## src/rtl/led_id_sweeper.sv

```systemverilog
// Per-LED address-bit colour display for camera-based LED identification.
// Steps through (bit, phase) pairs manually or automatically and flags settled frames.
module led_id_sweeper #(
  parameter int unsigned NUM_LEDS          = 50,
  parameter int unsigned LED_ADDRESS_WIDTH = 6,
  parameter int unsigned SETTLE_FRAMES     = 2,
  parameter int unsigned HOLD_FRAMES       = 4,
  parameter bit          DIFFERENTIAL      = 1'b1,
  parameter logic [23:0] COLOR_ZERO        = 24'hFF0000,
  parameter logic [23:0] COLOR_ONE         = 24'h0000FF,
  parameter logic [23:0] COLOR_ERR         = 24'h000000,
  localparam int unsigned NUM_BITS         = (NUM_LEDS > 1) ? $clog2(NUM_LEDS) : 1,
  localparam int unsigned BIT_IDX_W        = (NUM_BITS > 1) ? $clog2(NUM_BITS) : 1
) (
  input  logic                         clk,
  input  logic                         rst,
  input  logic                         mode_auto,
  input  logic                         increment_bit,
  input  logic                         decrement_bit,
  input  logic [LED_ADDRESS_WIDTH-1:0] next_led_request,
  output logic [7:0]                   red_out,
  output logic [7:0]                   green_out,
  output logic [7:0]                   blue_out,
  output logic                         color_valid,
  output logic                         displayed_frame_valid,
  output logic [BIT_IDX_W-1:0]         bit_index,
  output logic                         phase_inverted,
  output logic                         sweep_done
);

  typedef enum logic [0:0] {StSettling, StValid} state_e;

  localparam logic [LED_ADDRESS_WIDTH:0] NumLedsW = (LED_ADDRESS_WIDTH + 1)'(NUM_LEDS);
  localparam logic [BIT_IDX_W-1:0]       LastBit  = BIT_IDX_W'(NUM_BITS - 1);
  localparam logic [15:0]                SettleW  = 16'(SETTLE_FRAMES);
  localparam logic [15:0]                HoldW    = 16'(HOLD_FRAMES);

  state_e                         state_q;
  logic                           inc_q, dec_q, mode_q;
  logic [LED_ADDRESS_WIDTH-1:0]   prev_request_q;
  logic [15:0]                    settle_cnt_q, hold_cnt_q;

  logic                           inc_rise, dec_rise, manual_step, cancel_step;
  logic                           frame_start, hold_done, auto_step, do_step, step_fwd;
  logic                           req_err, cur_bit, wrap;
  logic [BIT_IDX_W-1:0]           fwd_bit, bwd_bit;
  logic                           fwd_phase, bwd_phase;
  logic [23:0]                    color_d;

  always_comb begin
    inc_rise    = increment_bit & ~inc_q;
    dec_rise    = decrement_bit & ~dec_q;
    manual_step = inc_rise ^ dec_rise;
    cancel_step = inc_rise & dec_rise;
    frame_start = (next_led_request == '0) && (prev_request_q != '0);
    // A mode change in this cycle clears the hold count instead of advancing it.
    hold_done   = mode_auto && (mode_q == mode_auto) && (state_q == StValid) && frame_start &&
                  ((hold_cnt_q + 16'd1) == HoldW);
    auto_step   = ~inc_rise & ~dec_rise & hold_done;
    do_step     = manual_step | auto_step;
    step_fwd    = auto_step | inc_rise;
    wrap        = (bit_index == LastBit) && (phase_inverted || !DIFFERENTIAL);
  end

  always_comb begin
    fwd_bit   = bit_index;
    fwd_phase = 1'b0;
    if (DIFFERENTIAL && !phase_inverted) begin
      fwd_phase = 1'b1;
    end else begin
      fwd_bit = (bit_index == LastBit) ? '0 : bit_index + 1'b1;
    end
    bwd_bit   = bit_index;
    bwd_phase = 1'b0;
    if (!(DIFFERENTIAL && phase_inverted)) begin
      bwd_bit   = (bit_index == '0) ? LastBit : bit_index - 1'b1;
      bwd_phase = DIFFERENTIAL;
    end
  end

  always_comb begin
    req_err = {1'b0, next_led_request} >= NumLedsW;
    cur_bit = next_led_request[bit_index] ^ phase_inverted;
    if (req_err) begin
      color_d = COLOR_ERR;
    end else if (cur_bit) begin
      color_d = COLOR_ONE;
    end else begin
      color_d = COLOR_ZERO;
    end
  end

  always_ff @(posedge clk) begin
    // Edge detectors track the inputs even in reset so a held button causes no step.
    inc_q  <= increment_bit;
    dec_q  <= decrement_bit;
    mode_q <= mode_auto;
    if (rst) begin
      state_q               <= StSettling;
      prev_request_q        <= '0;
      settle_cnt_q          <= '0;
      hold_cnt_q            <= '0;
      red_out               <= '0;
      green_out             <= '0;
      blue_out              <= '0;
      color_valid           <= 1'b0;
      displayed_frame_valid <= 1'b0;
      bit_index             <= '0;
      phase_inverted        <= 1'b0;
      sweep_done            <= 1'b0;
    end else begin
      prev_request_q                 <= next_led_request;
      {red_out, green_out, blue_out} <= color_d;
      color_valid                    <= 1'b1;
      sweep_done                     <= auto_step & wrap;
      if (cancel_step) begin
        // Opposing edges together: leave everything as it is.
      end else if (do_step) begin
        bit_index             <= step_fwd ? fwd_bit : bwd_bit;
        phase_inverted        <= step_fwd ? fwd_phase : bwd_phase;
        settle_cnt_q          <= '0;
        hold_cnt_q            <= '0;
        state_q               <= StSettling;
        displayed_frame_valid <= 1'b0;
      end else if (state_q == StSettling) begin
        if (frame_start) begin
          if ((settle_cnt_q + 16'd1) == SettleW) begin
            settle_cnt_q          <= '0;
            state_q               <= StValid;
            displayed_frame_valid <= 1'b1;
          end else begin
            settle_cnt_q <= settle_cnt_q + 16'd1;
          end
        end
      end else if (mode_auto && frame_start) begin
        hold_cnt_q <= hold_cnt_q + 16'd1;
      end
      if (mode_q != mode_auto) begin
        hold_cnt_q <= '0;
      end
    end
  end

endmodule

```

## config.mk

```make
export PLATFORM = sky130hd
export DESIGN_NAME = led_id_sweeper
export DESIGN_NICKNAME = d
export VERILOG_FILES = /design/src/rtl/led_id_sweeper.sv
export SDC_FILE = /design/constraint.sdc
export NUM_CORES = 1
export LEC_CHECK = 0
export ABC_AREA = 1
export CAP_MARGIN = 10
export CORE_MARGIN = 4
export CORE_UTILIZATION = 40
export CTS_BUF_LIST = sky130_fd_sc_hd__clkbuf_4
export DETAILED_ROUTE_END_ITERATION = 10
export GPL_TIMING_DRIVEN = 0
export REMOVE_ABC_BUFFERS = 1
export SYNTH_ARGS = -nofsm -noshare
export SYNTH_HDL_FRONTEND = slang
export SYNTH_SLANG_ARGS = --single-unit
```

## constraint.sdc

```tcl
create_clock -name clk -period 2.06 [get_ports clk]
set_clock_uncertainty 0.05 [all_clocks]
set_input_delay 0.206 -clock clk [delete_from_list [all_inputs] [get_ports clk]]
set_output_delay 0.206 -clock clk [all_outputs]
set_load 0.05 [all_outputs]
```

==> results of run 1 <==
worst max path at each step:
stage | startpoint | endpoint | slack (ns) | cells after the start
finish | hold_cnt_q[0] | settle_cnt_q[1] | -0.13 | 16
global route | hold_cnt_q[10] | settle_cnt_q[9] | -0.28 | 15
CTS | hold_cnt_q[1] | hold_cnt_q[15] | -0.11 | 16
detailed placement | increment_bit | settle_cnt_q[2] | -0.80 | 20
global placement | increment_bit | settle_cnt_q[14] | -0.76 | 20
floorplan | blue_out[6] | blue_out[0] | -1.04 | 0
registers in the layout, summed over array words and instances, names as in the netlist:
signal / cells
bit_index: 3
blue_out: 1
color_valid: 1
dec_q: 1
displayed_frame_valid: 1
hold_cnt_q: 16
inc_q: 1
mode_q: 1
phase_inverted: 1
prev_request_q: 6
red_out: 1
settle_cnt_q: 16
state_q: 1
sweep_done: 1
what timing repair did:
item,4_1_cts,5_1_grt
setup buffers,18,8
setup endpoints to repair,38,39
cloned,4,0
pin swaps,11,32
resized for setup,56,61
cell usage after synthesis, drive strengths merged:
library cell / instances
o21bai: 3
inv: 69
clkbuf: 4
conb: 1
xor2: 7
a32oi: 1
nand3: 32
buf: 27
o31ai: 1
or2: 1
nand4: 12
o21ai: 14
nor3: 9
nand2: 157
ha: 8
nor2: 90
nand3b: 3
a21oi: 34
dfxtp: 51
power by group through the flow:
stage	combinational, mW	sequential [mW]	clock (mW)
after floorplan	0.234	1.32	0
final	0.776	1.06	0.435
after global routing	0.824	1.07	0.496
after global placement	0.679	1.09	0
after detailed placement	0.683	1.09	0
after CTS	0.748	1.07	0.458
layout make-up:
class / instances / area, um2 / share of cell area [%]
multi-input cells: 383 / 2160 / 51.1
inverters: 69 / 274 / 6.49
well taps: 102 / 128 / 3.02
clock inverters: 2 / 8.76 / 0.207
repair buffers: 59 / 559 / 13.2
flip-flops and latches: 51 / 1060 / 25.1
clock buffers: 5 / 37.5 / 0.889
per-layer routing:
metal / up-vias / part of all wire [%] / wire length [um]
met3: 6 / 3.3 / 272
met4: 0 / 0.79 / 66
met5: - / 0 / 0
met1: 1503 / 44 / 3680
met2: 46 / 52 / 4300
li1: 1706 / - / -
cells in the final DEF, fill, tap and decap left out, types with 2 or more instances in the layout:
cell type / count
nor2_2: 9
nor3_1: 5
nand2_1: 141
clkdlybuf4s50_1: 32
buf_6: 3
o21ai_0: 5
nand2_8: 7
xor2_1: 7
nand2_2: 8
inv_8: 2
o21ai_1: 6
dfxtp_4: 9
ha_1: 6
nand3_2: 6
nand3b_1: 3
clkbuf_4: 5
nand3_1: 24
a21oi_1: 24
dfxtp_2: 4
o21ai_4: 2
dfxtp_1: 38
nand4_1: 12
o21bai_1: 3
a21oi_2: 10
inv_1: 62
nand3_4: 2
buf_4: 22
nand2_4: 4
conb_1: 8
inv_2: 5
nor2_4: 13
nor2_1: 68
nor3_2: 4
metrics by stage:
stage,hold WS (ns),cell area (um2),power [mW]
after global placement,0.413,3510,1.77
after detailed placement,0.422,3510,1.78
after global routing,0.228,4220,2.39
after floorplan,0.184,3060,1.56
final,0.259,4220,2.27
after CTS,0.241,3960,2.27
logic make-up after synthesis:
family,count (synthesis)
xor gates and xnor gates,7
buffers and inverters,100
and+or+nand+nor,304
DFF,51
other,1
AOI/OAI and AO/OA,53
adders and majority gates,8
worst register-to-register path: cells and delay by family, from the launching register on:
| kind | cells | cell delay (ns) |
|---|---|---|
| AO/OA/AOI/OAI | 1 | 0.05 |
| adder cells (fa/ha/maj) | 1 | 0.18 |
| AND/OR/NAND/NOR | 14 | 1.40 |
| flip-flops | 1 | 0.41 |
==> impl_metrics.py, run 1 <==
metrics = {
    "outcome": {
        "outcome": "finished, violations left",
        "violations": "negative setup slack",
    },
    "power_and_ir_drop": {
        "combPwrFrac_pct": 34.1,
        "p_clk_share_pct": 19.1,
        "power.internal_mw": 1.39,
        "p_sw_uw": 888,
        "power_frac_seq_pct": 46.8,
        "ir_drop_mv": 0.342,
        "p_per_area_nw_per_um2": 538,
        "sw_frac_of_total_pct": 39.1,
        "power.leakage_nw": 1.66,
    },
    "route": {
        "drc": 0,
        "vias_per_cell": 4.86,
        "vias": 3261,
        "wl_per_cell_um": 12.4,
        "dr.pass1.iters": 4,
        "drt_iter0_drc": 137,
        "routed_wl_mm": 8.32,
        "ant_nets": 0,
    },
    "synth": {
        "syn_inst": 524,
        "ys_ff_latch": 51,
        "synthDistinctLibCells": 27,
        "syn_area_per_cell_um2": 6.22,
        "syn-cell-area_um2": 3260,
        "netlist.area_leader.share_pct": 31.3,
        "synthSimpleGateAreaFrac_pct": 40.1,
        "synthMuxAreaShare_pct": 0,
        "synth-xor-area-share_pct": 1.88,
        "synth_top_family_by_area": "simple AND/OR/NAND/NOR gates",
        "synth_area_leaders": "dfxtp_1 (31%), nand2_1 (17%), nor2_1 (9.6%), inv_1 (7.5%), buf_4 (5.5%)",
        "yosys.area.top_type": "dfxtp_1",
        "ys_seq_area_share_pct": 31.3,
        "yosys.area_share.adder_pct": 3.07,
        "synth_compound_gate_area_share_pct": 8.56,
        "yosysWarnings": 0,
    },
    "critical_path": {
        "required_ns": 2.27,
        "critical-path-slowest-cell": "dfxtp_4",
        "rrSetupSlack_ns": -0.13,
        "criticalPathCategory": "flop to flop",
        "worst-r2r-cell-count": 16,
        "worstReg2RegStart": "hold_cnt_q[0]",
        "r2r_end": "settle_cnt_q[1]",
        "max_stage_delay_ns": 0.41,
        "endpoint_kind": "flop",
        "critPathMaxFanout": 6,
        "start_kind": "flop",
        "critPathTopFamily": "simple AND/OR/NAND/NOR gates",
        "cp_common_cell": "nand2_8",
        "crit_chain": "ha_4 -> nand3_4 -> nor2_4 -> nand2_2 -> nand2_2 -> nand2_2 -> nor2_4 -> nand3_2 -> nor2_4 -> nand2_4 -> nand2_8 -> nand2_8 -> nand2_8 -> nand2_8 -> nand2_8 -> a21oi_1",
        "critical_path_arrival_ns": 2.40,
        "path_buf_inv": 0,
    },
    "global_route": {
        "grt_use_met1_pct": 21.9,
        "grt_use_met2_pct": 29.7,
        "grt_pass1_vias": 3025,
        "grt_use_met3_pct": 2.29,
        "grt_overflow": 0,
        "track_usage_pct": 16.9,
        "grt_max_degree": 16,
        "grt_pass1_wl_mm": 13.8,
        "antenna_found_initial": 0,
        "global_route.peak_usage_layer": "met2",
    },
    "sta": {
        "grt_setup_unrepaired": "true",
        "tns_ns": -2.91,
        "period_share_pct": 106,
        "setup_viol": 37,
        "fmax_mhz": 457,
        "final_max_slew_viol_count": 0,
        "layout_setup_ws_ns": -0.129,
        "timing.final.crit_period_ns": 2.19,
        "worst_slew_pin_slew_ns": 0.801,
        "slew_headroom_pct": 46.5,
        "finalHoldViolations": 0,
    },
    "clock_network": {
        "hold_buffers": 0,
        "clk_latency_ns": 0.36,
        "cts.htree.levels": 2,
        "cts_buffer_depth": 2,
        "clk_pin_slew_ns": 0.14,
        "clock_sinks": 51,
        "cts_tree": "yes",
        "clockRootBuffer": "clkbuf_4",
        "cts_buffers": 5,
    },
    "min_path": {
        "hold_path_class": "input port to flop",
        "whs_path_depth": 1,
        "hold_start": "increment_bit",
        "whs_endpoint": "inc_q",
    },
    "floorplanning": {
        "io_pins": 42,
        "die_x_um": 98.3,
        "start_util_pct": 41.7,
        "core_area_um2": 7810,
        "rows": 32,
        "die_h_um": 98.3,
        "die_area_um2": 9660,
    },
    "layout": {
        "diodes": 0,
        "drive_gt1_share_pct": 21.3,
        "utilization_pct": 54.1,
        "nets": 588,
        "fillCellCount": 736,
        "final_cells": 671,
        "area_growth_pct": 29.6,
    },
    "place": {
        "gp_congestion": 0.877,
        "port_buffers": 33,
        "detailed_place_hpwl_mm": 5.64,
        "dpl.cell_count": 635,
        "dp_slack_ns": -0.796,
    },
    "flow_run": {
        "timing.max_cap.violations": 0,
    },
}
No activity file was read; power rests on OpenSTA's default activity.
==> run 2: changes to the inputs <==
--- a/config.mk
+++ b/config.mk
@@ -5,7 +5,6 @@
 export SDC_FILE = /design/constraint.sdc
 export NUM_CORES = 1
 export LEC_CHECK = 0
-export ABC_AREA = 1
 export CAP_MARGIN = 10
 export CORE_MARGIN = 4
 export CORE_UTILIZATION = 40
==> impl_metrics.py, run 2 <==
metrics = {
    "outcome": {
        "outcome": "finished, violations left",
        "violations": "negative setup slack",
    },
    "clock_network": {
        "cts.htree.levels": 2,
        "clk_latency_ns": 0.39,
        "clk_pin_slew_ns": 0.16,
        "hold_buffers": 0,
        "cts_buffer_depth": 2,
        "cts_tree": "yes",
        "clock_sinks": 51,
        "clockRootBuffer": "clkbuf_4",
        "cts_buffers": 5,
    },
    "synth": {
        "synth_common_cells": "dfxtp_1 (51), a21oi_1 (31), o21ai_0 (30)",
        "syn-cell-area_um2": 3340,
        "yosysWarnings": 0,
        "synth_edf_count": 0,
        "ys_seq_area_share_pct": 30.6,
        "yosys.area.top_type": "dfxtp_1",
        "synthFlopType": "dfxtp_1",
        "ys_ff_latch": 51,
        "syn_inst": 427,
        "synth.most_common_cell": "dfxtp_1",
        "syn_area_per_cell_um2": 7.81,
        "netlist.area_leader.share_pct": 30.6,
        "synth_area_leaders": "dfxtp_1 (31%), buf_4 (5.0%), a21oi_1 (4.7%), o21ai_0 (4.5%), nand2_1 (3.3%)",
        "postSynth.asyncResetShare_pct": 0,
        "synthDistinctLibCells": 60,
    },
    "sta": {
        "grt_setup_unrepaired": "true",
        "slew_headroom_pct": 45.6,
        "layout_setup_ws_ns": -0.821,
        "worst_slew_pin_slew_ns": 0.814,
        "finalHoldViolations": 0,
        "period_share_pct": 140,
        "timing.final.crit_period_ns": 2.88,
        "setup_viol": 39,
        "fmax_mhz": 347,
        "final_max_slew_viol_count": 0,
        "tns_ns": -23.73,
    },
    "flow_run": {
        "timing.max_cap.violations": 0,
    },
    "layout": {
        "drive_gt1_share_pct": 28.5,
        "final-seq-area_um2": 1050,
        "multiInputGateArea_um2": 2490,
        "most-common-layout-cells": "dfxtp_1 (41), buf_4 (29), clkdlybuf4s50_1 (28)",
        "nets": 492,
        "final_common_cell": "dfxtp_1",
        "fin_area_um2": 4480,
        "top_regs": "hold_cnt_q (16), settle_cnt_q (16), prev_request_q (6)",
        "fillCellCount": 727,
        "utilization_pct": 54.8,
        "area_growth_pct": 34.2,
        "diodes": 0,
    },
    "critical_path": {
        "required_ns": 2.29,
        "endpoint_kind": "flop",
        "worstReg2RegStart": "hold_cnt_q[1]",
        "criticalPathCategory": "flop to flop",
        "r2r_end": "settle_cnt_q[9]",
        "critical_path_arrival_ns": 3.12,
        "rrSetupSlack_ns": -0.82,
        "start_kind": "flop",
        "critPathMaxFanout": 7,
        "worst-r2r-cell-count": 11,
    },
    "power_and_ir_drop": {
        "ir_drop_mv": 0.262,
        "p_per_area_nw_per_um2": 492,
        "power.leakage_nw": 1.56,
    },
    "floorplanning": {
        "start_util_pct": 40.8,
        "die_h_um": 99.3,
        "core_area_um2": 8180,
        "die_x_um": 99.3,
        "rows": 33,
        "io_pins": 42,
        "die_area_um2": 9860,
    },
    "min_path": {
        "whs_endpoint": "prev_request_q[4]",
        "hold_start": "next_led_request[4]",
        "hold_path_class": "input port to flop",
        "whs_path_depth": 2,
    },
    "global_route": {
        "grt_pass1_wl_mm": 16.1,
        "grt_max_degree": 24,
        "grt_pass1_vias": 3354,
        "grt_overflow": 0,
        "antenna_found_initial": 0,
        "track_usage_pct": 19.9,
    },
    "route": {
        "vias_per_cell": 6.01,
        "drc": 0,
        "ant_nets": 0,
        "wl_per_cell_um": 18.0,
        "drt_iter0_drc": 198,
        "dr.pass1.iters": 4,
        "vias": 3474,
        "routed_wl_mm": 10.4,
    },
    "place": {
        "place_area_um2": 3560,
        "port_buffers": 33,
        "gp_congestion": 0.887,
        "detailed_place_hpwl_mm": 5.83,
    },
}
-- run 2: stage by stage --
| stage | total power [mW] | setup WS (ns) | hold WS (ns) | instances |
|---|---|---|---|---|
| 6_report | 2.20 | -0.821 | 0.175 | 578 |
| 2_1_floorplan | 1.45 | -1.04 | 0.184 | 387 |
| 4_1_cts | 2.20 | -0.687 | 0.195 | 566 |
| 3_3_place_gp | 1.65 | -2.06 | 0.424 | 525 |
| 5_1_grt | 2.29 | -0.891 | 0.200 | 578 |
| 3_5_place_dp | 1.65 | -1.47 | 0.429 | 526 |
-- run 2: final cells by class --
type | instances | area share (%)
flip-flops and latches | 51 | 23.4
clock buffers | 5 | 0.838
multi-input cells | 325 | 55.5
repair buffers | 75 | 15.8
inverters | 15 | 1.26
clock inverters | 2 | 0.307
well taps | 105 | 2.93
-- run 2: report_power, final --
part | internal (mW) | switching (mW) | leakage (nW)
Clock | 0.128 | 0.338 | 0.0310
Sequential | 1.01 | 0.0392 | 0.422
Combinational | 0.236 | 0.454 | 1.11
-- run 2: worst max path at each step --
stage | end | slack [ns] | cells past startpoint | start
floorplan | blue_out[0] | -1.04 | 0 | blue_out[6]
global placement | hold_cnt_q[6] | -2.06 | 9 | increment_bit
detailed placement | settle_cnt_q[14] | -1.47 | 8 | next_led_request[1]
CTS | settle_cnt_q[9] | -0.69 | 8 | hold_cnt_q[1]
global route | settle_cnt_q[15] | -0.89 | 9 | hold_cnt_q[1]
finish | settle_cnt_q[9] | -0.82 | 11 | hold_cnt_q[1]
-- run 2: cells by family after synthesis --
group,share of synthesized area [%]
buffers and inverters,9.71
multiplexers,1.91
other,0.112
adder cells (fa/ha/maj),3.00
AND/OR/NAND/NOR,28.9
flip-flops,30.6
XOR/XNOR,3.15
AO/OA/AOI/OAI,22.6
-- run 2: worst max-delay path: stages, from the launching register on --
cell and delay, ns:
dfxtp_4 0.42, ha_4 0.18, buf_4 0.13, nand3_2 0.21, nor3_4 0.24, xnor2_1 0.28
nand3_4 0.18, buf_4 0.18, buf_4 0.13, o41a_4 0.41, o31ai_1 0.29, a21oi_2 0.09
-- run 2: layer usage --
metal | share of wire (%) | global-route usage (%) | routed length [um]
met2 | 51 | 34.0 | 5250
met4 | 1.9 | 6.30 | 195
met3 | 4.6 | 2.95 | 475
met5 | 0 | 0 | 0
met1 | 43 | 25.7 | 4470
-- run 2: timing repair --
action                                  in CTS  in global routing
buffers inserted                            28                 13
resized for setup                           98                 41
pin swaps                                   32                 14
gates cloned                                 5                  0
endpoints found under the setup margin      40                 41
==> run 3: changes to the inputs <==
--- a/config.mk
+++ b/config.mk
@@ -6,12 +6,13 @@
 export NUM_CORES = 1
 export LEC_CHECK = 0
 export CAP_MARGIN = 10
-export CORE_MARGIN = 4
+export CORE_MARGIN = 3
 export CORE_UTILIZATION = 40
 export CTS_BUF_LIST = sky130_fd_sc_hd__clkbuf_4
 export DETAILED_ROUTE_END_ITERATION = 10
 export GPL_TIMING_DRIVEN = 0
 export REMOVE_ABC_BUFFERS = 1
+export SLEW_MARGIN = 20
 export SYNTH_ARGS = -nofsm -noshare
 export SYNTH_HDL_FRONTEND = slang
 export SYNTH_SLANG_ARGS = --single-unit
==> impl_metrics.py, run 3 (synthesized netlist as in run 2, its figures left out) <==
metrics = {
    "route": {
        "drc": 0,
        "ant_nets": 0,
        "drt_iter0_drc": 180,
        "vias": 3435,
        "routed_wl_mm": 9.91,
        "vias_per_cell": 5.93,
        "dr.pass1.iters": 5,
        "wl_per_cell_um": 17.1,
    },
    "layout": {
        "final_cells": 579,
        "diodes": 0,
        "fillCellCount": 700,
        "most-common-layout-cells": "dfxtp_1 (38), buf_4 (30), nand2_1 (27)",
        "area_growth_pct": 37.4,
        "nets": 495,
        "final_common_cell": "dfxtp_1",
        "drive_gt1_share_pct": 29.8,
        "top_regs": "hold_cnt_q (16), settle_cnt_q (16), prev_request_q (6)",
        "utilization_pct": 57.8,
    },
    "global_route": {
        "grt_max_degree": 24,
        "track_usage_pct": 20.7,
        "grt_pass1_wl_mm": 16.3,
        "grt_pass1_vias": 3198,
        "antenna_found_initial": 0,
        "grt_overflow": 0,
    },
    "sta": {
        "finalHoldViolations": 0,
        "final_max_slew_viol_count": 0,
        "setup_viol": 39,
        "fmax_mhz": 357,
        "worst_slew_pin_slew_ns": 0.818,
        "layout_setup_ws_ns": -0.742,
        "tns_ns": -21.50,
        "grt_setup_unrepaired": "true",
        "timing.final.crit_period_ns": 2.80,
        "slew_headroom_pct": 45.3,
        "period_share_pct": 136,
    },
    "clock_network": {
        "cts_tree": "yes",
        "hold_buffers": 0,
        "clockRootBuffer": "clkbuf_4",
        "cts.htree.levels": 2,
        "cts_buffers": 5,
        "cts_buffer_depth": 2,
        "clk_pin_slew_ns": 0.15,
        "clock_sinks": 51,
        "clk_latency_ns": 0.41,
    },
    "place": {
        "dpl.cell_count": 522,
        "gp_congestion": 0.874,
        "port_buffers": 33,
        "detailed_place_hpwl_mm": 5.51,
    },
    "critical_path": {
        "cp_common_cell": "buf_4",
        "max_stage_delay_ns": 0.39,
        "endpoint_kind": "flop",
        "critical_path_arrival_ns": 3.05,
        "critical-path-slowest-cell": "dfxtp_4",
        "start_kind": "flop",
        "required_ns": 2.31,
        "crit_chain": "buf_6 -> ha_4 -> or3b_1 -> o31a_1 -> a2111oi_4 -> nand3_2 -> buf_4 -> buf_6 -> o211ai_1 -> buf_4 -> buf_4 -> o21bai_1 -> o21ai_1",
        "criticalPathCategory": "flop to flop",
        "critPathMaxFanout": 7,
    },
    "power_and_ir_drop": {
        "ir_drop_mv": 0.271,
        "power.leakage_nw": 1.68,
        "p_per_area_nw_per_um2": 541,
    },
    "outcome": {
        "outcome": "finished, violations left",
        "violations": "negative setup slack",
    },
    "floorplanning": {
        "core_area_um2": 7930,
        "start_util_pct": 42.1,
        "io_pins": 42,
        "die_h_um": 97.3,
        "die_x_um": 97.3,
        "rows": 32,
        "die_area_um2": 9470,
    },
    "flow_run": {
        "timing.max_cap.violations": 0,
    },
    "min_path": {
        "hold_path_class": "input port to flop",
    },
}
run 3: cell count changes in the layout (fill, tap and decap cells not counted), moves of 4 or more:
cell / change
dlymetal6s2s_1: +5
a21oi_1: +5
clkdlybuf4s50_1: -4
dfxtp_2: +4
a21oi_2: -5
run 3: layout make-up:
type	instances	area [um2]	share of cell area [%]
clock buffers	5	37.5	0.819
clock inverters	3	67.6	1.47
inverters	15	56.3	1.23
multi-input cells	324	2470	53.9
flip-flops and latches	51	1050	22.8
well taps	102	128	2.78
repair buffers	79	777	16.9
run 3: per-stage QoR:
stage	hold slack [ns]	instance area (um2)	total power, mW	worst slack [ns]
after floorplan	0.184	3090	1.45	-1.04
after global placement	0.403	3550	1.64	-2.16
after detailed placement	0.403	3560	1.65	-1.67
after CTS	0.233	4400	2.47	-0.632
after global routing	0.220	4580	2.58	-0.864
final	0.237	4580	2.48	-0.742
run 3: layer usage:
layer	routed length, um	part of all wire, %	up-vias	GRT usage (%)
li1	-	-	1661	-
met1	4180	42	1620	26.4
met2	4860	49	124	33.9
met3	573	5.8	30	5.24
met4	288	2.9	0	7.56
met5	0	0	-	0
run 3: final timing paths:
check	from	to	slack [ns]	cells after the start
setup / recovery	hold_cnt_q[0]	hold_cnt_q[13]	-0.74	13
hold / removal	decrement_bit	dec_q	0.24	1
setup reg to reg	hold_cnt_q[0]	hold_cnt_q[13]	-0.74	13
hold reg to reg	displayed_frame_valid	displayed_frame_valid	0.44	2
run 3: worst max-delay path: cells and delay by family, from the launching register on:
family	cells	cell delay (ns)
adders and majority gates	1	0.16
DFF	1	0.39
and+or+nand+nor	2	0.53
buffers and inverters	5	0.73
AOI/OAI and AO/OA	5	0.84
run 3: report_power, final:
part	internal (mW)	leakage (nW)	switching [mW]
logic	0.248	1.21	0.450
registers	1.01	0.423	0.0374
clock network	0.377	0.0514	0.359
run 3: timing repair:
action	in CTS	in global routing
resized for setup	101	47
buffers inserted	42	6
gates cloned	4	0
pin swaps	44	18
endpoints found under the setup margin	41	55
